<file path="src/rtl/shift_unit_arbiter_if.sv">
// Handshake and datapath bundle between requesters, the arbiter and the shared shift unit.
// slave is the arbiter's view; master is the view of the surrounding requesters/shifter/consumer.
interface shift_unit_arbiter_if #(
  parameter int unsigned DATA_WIDTH = 32,
  parameter int unsigned NUM_REQ    = 2,
  parameter int unsigned ID_W       = $clog2(NUM_REQ)
);
  logic [NUM_REQ-1:0]                 req_valid_i;
  logic [NUM_REQ-1:0]                 req_ready_o;
  logic [NUM_REQ-1:0][DATA_WIDTH-1:0] req_rs1_i;
  logic [NUM_REQ-1:0][DATA_WIDTH-1:0] req_rs2_i;
  logic [NUM_REQ-1:0][5:0]            req_imm_i;
  logic [NUM_REQ-1:0][3:0]            req_func_i;

  logic [DATA_WIDTH-1:0] sh_rs1_o;
  logic [DATA_WIDTH-1:0] sh_rs2_o;
  logic [5:0]            sh_imm_o;
  logic [3:0]            sh_func_o;
  logic [DATA_WIDTH-1:0] sh_result_i;

  logic                  rsp_valid_o;
  logic                  rsp_ready_i;
  logic [DATA_WIDTH-1:0] rsp_data_o;
  logic [ID_W-1:0]       rsp_id_o;
  logic                  rsp_err_o;

  modport slave (
    input  req_valid_i, req_rs1_i, req_rs2_i, req_imm_i, req_func_i, sh_result_i, rsp_ready_i,
    output req_ready_o, sh_rs1_o, sh_rs2_o, sh_imm_o, sh_func_o,
    output rsp_valid_o, rsp_data_o, rsp_id_o, rsp_err_o
  );

  modport master (
    output req_valid_i, req_rs1_i, req_rs2_i, req_imm_i, req_func_i, sh_result_i, rsp_ready_i,
    input  req_ready_o, sh_rs1_o, sh_rs2_o, sh_imm_o, sh_func_o,
    input  rsp_valid_o, rsp_data_o, rsp_id_o, rsp_err_o
  );
endinterface

</file>
<file path="src/rtl/shift_unit_arbiter.sv">
// Round-robin arbiter sharing one combinational shift unit among NUM_REQ requesters.
// One op in flight: IDLE (grant) -> EXEC (shifter driven) -> RESP (held until consumed).
module shift_unit_arbiter #(
  parameter int unsigned DATA_WIDTH = 32,
  parameter int unsigned NUM_REQ    = 2,
  parameter int unsigned ID_W       = $clog2(NUM_REQ)
) (
  input  logic                 clk_i,
  input  logic                 arst_ni,
  shift_unit_arbiter_if.slave  bus
);

  localparam logic [3:0] FUNC_SLL  = 4'h0;
  localparam logic [3:0] FUNC_SLLI = 4'h1;
  localparam logic [3:0] FUNC_SLR  = 4'h2;
  localparam logic [3:0] FUNC_SLRI = 4'h3;

  typedef enum logic [1:0] {StIdle, StExec, StResp} state_e;

  state_e                r_state;
  state_e                w_state_d;
  logic [ID_W-1:0]       r_rr_ptr;
  logic [ID_W-1:0]       r_op_id;
  logic [DATA_WIDTH-1:0] r_op_rs1;
  logic [DATA_WIDTH-1:0] r_op_rs2;
  logic [5:0]            r_op_imm;
  logic [3:0]            r_op_func;
  logic [DATA_WIDTH-1:0] r_rsp_data;
  logic                  r_rsp_err;

  logic                  w_found;
  logic [ID_W-1:0]       w_grant;
  logic [ID_W:0]         w_cand;
  logic [3:0]            w_func;
  logic                  w_legal;
  logic                  w_accept;

  // Search upward from rr_ptr+1 (mod NUM_REQ); the first valid requester wins.
  always_comb begin
    w_found = 1'b0;
    w_grant = '0;
    w_cand  = '0;
    for (int i = 1; i <= int'(NUM_REQ); i++) begin
      w_cand = {1'b0, r_rr_ptr} + (ID_W+1)'(i);
      if (w_cand >= (ID_W+1)'(NUM_REQ)) begin
        w_cand = w_cand - (ID_W+1)'(NUM_REQ);
      end
      if (!w_found && bus.req_valid_i[w_cand[ID_W-1:0]]) begin
        w_found = 1'b1;
        w_grant = w_cand[ID_W-1:0];
      end
    end
  end

  assign w_func  = bus.req_func_i[w_grant];
  assign w_legal = (w_func == FUNC_SLL) || (w_func == FUNC_SLLI) ||
                   (w_func == FUNC_SLR) || (w_func == FUNC_SLRI);

  always_comb begin
    w_state_d       = r_state;
    w_accept        = 1'b0;
    bus.req_ready_o = '0;
    case (r_state)
      StIdle: begin
        // Ready is masked while reset is held so the grant cannot be seen early.
        if (w_found && arst_ni) begin
          bus.req_ready_o[w_grant] = 1'b1;
          w_accept                 = 1'b1;
          w_state_d                = w_legal ? StExec : StResp;
        end
      end
      StExec: w_state_d = StResp;
      StResp: begin
        if (bus.rsp_ready_i) begin
          w_state_d = StIdle;
        end
      end
      default: w_state_d = StIdle;
    endcase
  end

  always_ff @(posedge clk_i or negedge arst_ni) begin
    if (!arst_ni) begin
      r_state    <= StIdle;
      r_rr_ptr   <= ID_W'(NUM_REQ - 1);
      r_op_id    <= '0;
      r_op_rs1   <= '0;
      r_op_rs2   <= '0;
      r_op_imm   <= '0;
      r_op_func  <= '0;
      r_rsp_data <= '0;
      r_rsp_err  <= 1'b0;
    end else begin
      r_state <= w_state_d;
      if (w_accept) begin
        r_op_rs1  <= bus.req_rs1_i[w_grant];
        r_op_rs2  <= bus.req_rs2_i[w_grant];
        r_op_imm  <= bus.req_imm_i[w_grant];
        r_op_func <= w_func;
        r_op_id   <= w_grant;
        r_rr_ptr  <= w_grant;
        if (!w_legal) begin
          r_rsp_data <= '0;
          r_rsp_err  <= 1'b1;
        end
      end
      if (r_state == StExec) begin
        r_rsp_data <= bus.sh_result_i;
        r_rsp_err  <= 1'b0;
      end
    end
  end

  assign bus.sh_rs1_o    = r_op_rs1;
  assign bus.sh_rs2_o    = r_op_rs2;
  assign bus.sh_imm_o    = r_op_imm;
  assign bus.sh_func_o   = r_op_func;
  assign bus.rsp_valid_o = (r_state == StResp);
  assign bus.rsp_data_o  = r_rsp_data;
  assign bus.rsp_id_o    = r_op_id;
  assign bus.rsp_err_o   = r_rsp_err;

endmodule

</file>
<file path="src/flat_wrapper.sv">
// flat-port wrapper written by rule: the top's interface ports become plain ports
module shift_unit_arbiter_flat 
#(
  parameter int unsigned DATA_WIDTH = 32,
  parameter int unsigned NUM_REQ    = 2,
  parameter int unsigned ID_W       = $clog2(NUM_REQ)
)
  (clk_i, arst_ni, bus_req_valid_i, bus_req_rs1_i, bus_req_rs2_i, bus_req_imm_i, bus_req_func_i, bus_sh_result_i, bus_rsp_ready_i, bus_req_ready_o, bus_sh_rs1_o, bus_sh_rs2_o, bus_sh_imm_o, bus_sh_func_o, bus_rsp_valid_o, bus_rsp_data_o, bus_rsp_id_o, bus_rsp_err_o);
  shift_unit_arbiter_if #(.DATA_WIDTH(DATA_WIDTH), .NUM_REQ(NUM_REQ), .ID_W(ID_W)) bus_i ();
  input  logic clk_i;
  input  logic arst_ni;
  input wire logic [$bits(bus_i.req_valid_i)-1:0] bus_req_valid_i;
  input wire logic [$bits(bus_i.req_rs1_i)-1:0] bus_req_rs1_i;
  input wire logic [$bits(bus_i.req_rs2_i)-1:0] bus_req_rs2_i;
  input wire logic [$bits(bus_i.req_imm_i)-1:0] bus_req_imm_i;
  input wire logic [$bits(bus_i.req_func_i)-1:0] bus_req_func_i;
  input wire logic [$bits(bus_i.sh_result_i)-1:0] bus_sh_result_i;
  input wire logic [$bits(bus_i.rsp_ready_i)-1:0] bus_rsp_ready_i;
  output wire logic [$bits(bus_i.req_ready_o)-1:0] bus_req_ready_o;
  output wire logic [$bits(bus_i.sh_rs1_o)-1:0] bus_sh_rs1_o;
  output wire logic [$bits(bus_i.sh_rs2_o)-1:0] bus_sh_rs2_o;
  output wire logic [$bits(bus_i.sh_imm_o)-1:0] bus_sh_imm_o;
  output wire logic [$bits(bus_i.sh_func_o)-1:0] bus_sh_func_o;
  output wire logic [$bits(bus_i.rsp_valid_o)-1:0] bus_rsp_valid_o;
  output wire logic [$bits(bus_i.rsp_data_o)-1:0] bus_rsp_data_o;
  output wire logic [$bits(bus_i.rsp_id_o)-1:0] bus_rsp_id_o;
  output wire logic [$bits(bus_i.rsp_err_o)-1:0] bus_rsp_err_o;
  assign bus_i.req_valid_i = bus_req_valid_i;
  assign bus_i.req_rs1_i = bus_req_rs1_i;
  assign bus_i.req_rs2_i = bus_req_rs2_i;
  assign bus_i.req_imm_i = bus_req_imm_i;
  assign bus_i.req_func_i = bus_req_func_i;
  assign bus_i.sh_result_i = bus_sh_result_i;
  assign bus_i.rsp_ready_i = bus_rsp_ready_i;
  assign bus_req_ready_o = bus_i.req_ready_o;
  assign bus_sh_rs1_o = bus_i.sh_rs1_o;
  assign bus_sh_rs2_o = bus_i.sh_rs2_o;
  assign bus_sh_imm_o = bus_i.sh_imm_o;
  assign bus_sh_func_o = bus_i.sh_func_o;
  assign bus_rsp_valid_o = bus_i.rsp_valid_o;
  assign bus_rsp_data_o = bus_i.rsp_data_o;
  assign bus_rsp_id_o = bus_i.rsp_id_o;
  assign bus_rsp_err_o = bus_i.rsp_err_o;
  shift_unit_arbiter #(.DATA_WIDTH(DATA_WIDTH), .NUM_REQ(NUM_REQ), .ID_W(ID_W)) u_core (.clk_i(clk_i), .arst_ni(arst_ni), .bus(bus_i));
endmodule
</file>
<file path="config.mk">
export PLATFORM = sky130hd
export DESIGN_NAME = shift_unit_arbiter_flat
export DESIGN_NICKNAME = d
export VERILOG_FILES = /design/src/rtl/shift_unit_arbiter_if.sv /design/src/rtl/shift_unit_arbiter.sv /design/src/flat_wrapper.sv
export SDC_FILE = /design/constraint.sdc
export NUM_CORES = 1
export LEC_CHECK = 0
export ABC_CLOCK_PERIOD_IN_PS = 2100
export CORE_UTILIZATION = 39
export CTS_BUF_LIST = sky130_fd_sc_hd__clkbuf_16
export CTS_CLUSTER_DIAMETER = 80
export DETAILED_ROUTE_END_ITERATION = 6
export HOLD_SLACK_MARGIN = 0.03
export PLACE_DENSITY = 0.88
export SYNTH_ARGS = -nofsm -noshare
export SYNTH_HDL_FRONTEND = slang
export SYNTH_SLANG_ARGS = --single-unit
export TNS_END_PERCENT = 100
</file>
<file path="constraint.sdc">
create_clock -name clk_i -period 2.1 [get_ports clk_i]
set_clock_uncertainty 0.15 [all_clocks]
set_input_delay 0.21 -clock clk_i [delete_from_list [all_inputs] [get_ports clk_i]]
set_output_delay 0.21 -clock clk_i [all_outputs]
set_load 0.01 [all_outputs]
</file>
Word level (Yosys, flattened, before mapping)
Index checks and enable logic that the tools add are counted.

Output and inout port bits: 111. Input port bits: 185. Register bits: 111. Word-level logic and storage cells: 73.

Add/subtract/negate cells: 4. $lt $le $gt $ge: 6. Equal/unequal tests: 8. Multiplexer cells: 34. Reduce and logical (&&, ||, !) cells: 12.

Operator list (number): $mux W32 (7); $mux W1 (16); $mux W6 (2); $mux W2 (5); $eq A4 B2 Y1 const B (2); $mux W4 (2); $lt A1 B2 Y1 const B (3); $pmux W2 S3 (1); $eq A4 B1 Y1 const B (1); $ge A2 B2 Y1 const B (2); $logic_not A4 Y1 (1); $ne A2 B2 Y1 const B (2); $reduce_and A2 Y1 (2); $logic_and A1 B1 Y1 (3); $logic_or A1 B1 Y1 (3); $add A1 B1 Y2 const B (1); $add A1 B2 Y2 const B (1); $eq A2 B1 Y1 const B (1); $eq A2 B2 Y1 const B (1); $logic_not A2 Y1 (1); $ne A2 B1 Y1 const B (1); $reduce_bool A2 Y1 (1); $sub A1 B1 Y1 const B (2); $demux W1 S1 (1); 2 further kinds (2).

Depth between registers and ports, before layout
Gate-level depths: netlist of the first run.

Depth in word-level cells: 18. Gate-level depth with buffers: 6. Depth with buffers taken out: 3.

Worst setup path before layout of the first run
Ideal clock, no wire load.

Path kind: reg-to-reg. Start: register u_core.r_rr_ptr. End: register u_core.r_op_rs1[30] (netlist: u_core.bus.sh_rs1_o[30]). Arrival: 1467 ps. Stages on the path, launching flop included: 6. Period minus slack after synthesis: 1741 ps. Path slack: 359 ps. Required time: 1825 ps. Path through: dfstp_2 a21boi_2 buf_6 buf_6 mux2_1 mux2_2.

Word-level cells in the longest chain between the ends: 12. Elaborated cells between the ends (all ways): 23.

Ends and longest elaborated chain: from (decl) (line shift_unit_arbiter.sv:22) `logic [ID_W-1:0] r_rr_ptr;`; from (signal assigned) (line shift_unit_arbiter.sv:85) `r_rr_ptr <= ID_W'(NUM_REQ - 1);`; from (signal assigned) (line shift_unit_arbiter.sv:101) `r_rr_ptr <= w_grant;`; $add A1 B1 Y2 (line shift_unit_arbiter.sv:44) `w_cand = {1'b0, r_rr_ptr} + (ID_W+1)'(i);`; $ge A2 B2 Y1 / $sub A1 B1 Y1 (equally long branches) (line shift_unit_arbiter.sv:45, shift_unit_arbiter.sv:46); $mux W1 (line shift_unit_arbiter.sv:45) `if (w_cand >= (ID_W+1)'(NUM_REQ)) begin`; $mux W1 (not written as such) (2 in series) (line shift_unit_arbiter.sv:48) `if (!w_found && bus.req_valid_i[w_cand[ID_W-1:0]]) begin`; $mux W1 (line shift_unit_arbiter.sv:48); $logic_not A1 Y1 (line shift_unit_arbiter.sv:48); $logic_and A1 B1 Y1 (line shift_unit_arbiter.sv:48); $mux W1 (line shift_unit_arbiter.sv:48); $logic_and A1 B1 Y1 (line shift_unit_arbiter.sv:66) `if (w_found && arst_ni) begin`; $mux W1 (line shift_unit_arbiter.sv:66); $mux W1 (line shift_unit_arbiter.sv:63) `case (r_state)`; to (signal assigned) (line shift_unit_arbiter.sv:96) `r_op_rs1 <= bus.req_rs1_i[w_grant];`; to (decl) (line shift_unit_arbiter.sv:24) `logic [DATA_WIDTH-1:0] r_op_rs1;`.

Several ways; a longest one is shown, not always the timed one. The select of a mux whose other input is x is not followed. A chain may end at the register's enable or synchronous reset.

Worst setup path after layout of the first run
Start: register u_core.r_state[1]. End: output bus_req_ready_o[1].

Word-level cells in the longest chain between the ends: 2.

Ends and longest elaborated chain: from (decl) (line shift_unit_arbiter.sv:20) `state_e r_state;`; from (signal assigned) (line shift_unit_arbiter.sv:84) `r_state <= StIdle;`; from (signal assigned) (line shift_unit_arbiter.sv:94) `r_state <= w_state_d;`; $logic_not A2 Y1 (line shift_unit_arbiter.sv:63); $mux W2 (line shift_unit_arbiter.sv:63); to (decl) (line flat_wrapper.sv:19) `output wire logic [$bits(bus_i.req_ready_o)-1:0] bus_req_ready_o;`.

Every way passes these cells.

==> summary.md, run 1 <==
| Metric | Value |
|---|---|
| Worst-Skew Late Latency | `340 ps` |
| PnR Total Power | `8.77 mW` |
| Arrival time of data at the critical path endpoint | `1640 ps` |
| Power spent charging and discharging nets | `2.56 mW` |
| Via count of the first global-routing pass | `4535` |
| Worst supply voltage drop on vdd | `0.000587 V` |
| Row Count | `41` |
| Area delta synth->final | `67.7%` |
| Max-cap check violation count | `0` |
| Startpoint of the worst-slack reg-to-reg timing path | `u_core.r_state[1]$_DFFE_PN0P_` |
| Count leader, synth | `mux2_2` |
| Fraction of the cycle the final worst path needs | `95.3%` |
| RePlAce Congestion | `0.758` |
| Residual DRC | `0` |
| Smallest hold slack | `-6.78 ps` |
| Switching share of total power | `29.2%` |
| Routed wire length per instance | `17.8 um` |
| Largest area contributor in the synthesized netlist | `dfrtp_1` |
| GRT Resource Usage Total | `22.1%` |
| Total CTS buffers | `9` |
| Clock tree from TritonCTS | `yes` |
| Gate count after technology mapping | `369` |
| Worst reg-to-reg path cell count | `5` |
| Number of buffers inserted for hold repair after clock tree synthesis | `0` |
| Die Outline Area | `13900 um^2` |
| Async set-or-reset flop fraction in the synthesized netlist | `100%` |
| Power density cells | `998 nW/um^2` |
| Starting density of the core | `40.7%` |
| First-pass GRT wire length | `23900 um` |
| CP endpoint kind | `output port` |
| Setup-failing EPs final | `0` |
| Number of routed nets with antenna violations | `0` |
| Via count | `4146` |
| Port bufs | `295` |
| Critical path type | `reg -> out` |
| Initial antenna violation count | `1` |
| Detailed Place HPWL | `11700 um` |
| Maximum clock rate | `500 MHz` |
| Average footprint of a synthesized cell | `14.2 um^2` |
| Pint | `6.21 mW` |
| Worst setup slack for register-to-register paths | `150 ps` |
| Final core utilization | `68.2%` |
| DRC violation total after the first TritonRoute iteration | `135` |
| Slew margin rel. | `37.0%` |
| Reg-to-reg endpoint | `u_core.bus.sh_imm_o[4]$_DFFE_PN0P_` |
| Vertical extent of the die | `118 um` |
| Clock transition at the registers of the reported paths | `70 ps` |
| Hold Crit Class | `in -> async` |
| Violations in the final reports | `negative hold slack` |
| Share of cells above drive strength 1 | `26.6%` |
| Final non-filler cell area | `8790 um^2` |
| Number of standard cells in the final layout excluding fillers | `849` |
| Hold Fails Final Rpt | `3` |
| Gate power share | `43.4%` |
| Net count of the finished layout | `856` |
| Portion of the post-synthesis area used by sequential elements | `53.0%` |
| Nets in the synthesized netlist | `554` |
| Clock Root Buffer | `clkbuf_16` |
| Share of the synthesized area in the top cell type | `52.5%` |
| Placed Instances | `832` |
| Sequential fraction of design power | `37.3%` |
| Final max-slew violation count | `0` |
| CORE AREA | `12900 um^2` |
| Setup repair after global routing missed its margin | `false` |
| Setup crit start kind | `flip-flop` |
| Number of vias per cell | `4.88` |
| Yosys Warn Count | `0` |
| Slew at the pin closest to its max-slew limit | `945 ps` |
| Run status | `finished with violations` |
| Top cell types by occurrence after synthesis | `134 x mux2_2, 110 x dfrtp_1, 33 x mux2i_1` |
| Critical-path maximum fanout | `4` |
| Number of top-level pins | `296` |
| Min Clock Period, post-route | `2000 ps` |
| Longest Clk Path Bufs | `2` |
| Post-synthesis instance area | `5240 um^2` |
| Main synth FF type | `dfrtp_1` |
| Proportion of power drawn by the clock network | `19.2%` |
| Clock Sinks | `111` |
| Postcts setup bufs | `0` |
| Fillcell total | `918` |
| Req. time, crit path | `1740 ps` |
| Die width | `118 um` |
| Reported leakage power | `3.79 nW` |
| Htree depth | `3` |
| Pin count of the biggest net entering global routing | `77` |
| Number of enable flip-flop cells after synthesis | `0` |
| Flip-flop and latch count after synthesis | `111` |
| Number of iterations in the first detailed-routing pass | `4` |
| Total wire length | `15100 um` |
| Synth top area cells | `dfrtp_1 53%, mux2_2 29%, mux2i_1 6.3%, mux2_1 3.4%, a21oi_1 3.1%` |
| DP Area | `8490 um^2` |
| Remaining global-route overflow | `0` |
| Number of distinct library cells after synthesis | `20` |
power by group through the flow:
stage,Combinational [mW],Clock [mW],Sequential (mW)
2_1_floorplan,1.21,0,3.63
3_3_place_gp,3.77,0,3.27
3_5_place_dp,3.85,0,3.32
4_1_cts,3.86,1.73,3.28
5_1_grt,4.01,1.81,3.37
6_report,3.81,1.69,3.27
per-layer routing:
layer  routed length [um]  track usage [%]  vias to the layer above
li1                     -                -                     1935
met3                  899             4.89                       28
met5                    0                0                        -
met2                 8030             40.1                      170
met4                  438             9.46                        0
met1                 5750             24.6                     2013
layout by cell type (no fill, tap or decap), drive strengths merged:
| master | instances |
|---|---|
| a21boi | 1 |
| a21o | 1 |
| a21oi | 32 |
| a22o | 1 |
| and2 | 1 |
| buf | 24 |
| bufinv | 1 |
| clkbuf | 9 |
| clkdlybuf4s15 | 1 |
| clkdlybuf4s50 | 292 |
| clkinv | 5 |
| clkinvlp | 1 |
| dfrtp | 110 |
| dfstp | 1 |
| diode | 1 |
| dlygate4sd2 | 1 |
| inv | 1 |
| mux2 | 150 |
| mux2i | 33 |
| nand2b | 2 |
| nor2 | 5 |
| nor3b | 1 |
| nor4b | 1 |
| o21ai | 1 |
| or4b | 1 |
kinds of logic (layout without fill, tap and decap cells):
| logic type | after synthesis | after routing | share of synthesized area (%) |
|---|---|---|---|
| AO/OA/AOI/OAI | 36 | 36 | 3.68 |
| other | 0 | 1 | 0 |
| flip-flops | 111 | 111 | 53.0 |
| buffers and inverters | 28 | 335 | 3.39 |
| AND/OR/NAND/NOR | 11 | 11 | 1.34 |
| multiplexers | 183 | 183 | 38.5 |
worst max path at each step:
stage | startpoint | endpoint | slack [ps]
detailed placement | bus_req_valid_i[1] | bus_req_ready_o[0] | -280
CTS | u_core.r_state[0]$_DFFE_PN0P_ | bus_req_ready_o[0] | -10
floorplan | u_core.r_rr_ptr$_DFFE_PN1P_ | u_core.bus.sh_rs1_o[30]$_DFFE_PN0P_ | 360
global route | u_core.r_state[0]$_DFFE_PN0P_ | bus_req_ready_o[1] | 3
finish | u_core.r_state[1]$_DFFE_PN0P_ | bus_req_ready_o[1] | 100
global placement | bus_req_valid_i[0] | bus_req_ready_o[0] | -280
state kept, by name, indices dropped and copies added (netlist names):
signal and cells:
u_core.bus.rsp_data_o 32, u_core.bus.sh_rs2_o 32, u_core.bus.sh_rs1_o 32, u_core.bus.sh_imm_o 6, u_core.r_state 2, u_core.bus.rsp_id_o 1
u_core.r_rr_ptr 1, u_core.bus.rsp_err_o 1, u_core.bus.sh_func_o 4
critical path, stage by stage, from the launching register on:
cell           delay, ps
dfrtp_1              400
buf_4                160
nor4b_4              290
and2_1               170
dlygate4sd2_1        280
through the flow:
step	hold WS (ps)	TNS (ps)	worst slack (ps)
floorplan	-236	0	359
global placement	334	-9380	-280
detailed placement	337	-14870	-282
CTS	30.6	-9.61	-9.61
global route	78.0	0	2.69
finish	-6.78	0	98.8
cell type report:
cell class	count	area, um^2	area share [%]
diodes	1	2.50	0.0285
flip-flops and latches	111	2780	31.6
repair buffers	318	3190	36.3
inverters	1	3.75	0.0427
clock buffers	9	225	2.56
well taps	172	215	2.45
clock inverters	7	63.8	0.726
multi-input cells	230	2310	26.3
what timing repair did:
action,in CTS,in global routing
pin swaps,0,1
resized for setup,4,2
endpoints found under the setup margin,2,1
Power figures use the tool's default switching activity.
==> inputs of run 2 (changes only) <==
CTS_CLUSTER_DIAMETER = 50   (was 80)
==> results of run 2 <==
Same layout as run 1: the final DEF is identical, and so are final timing and power.
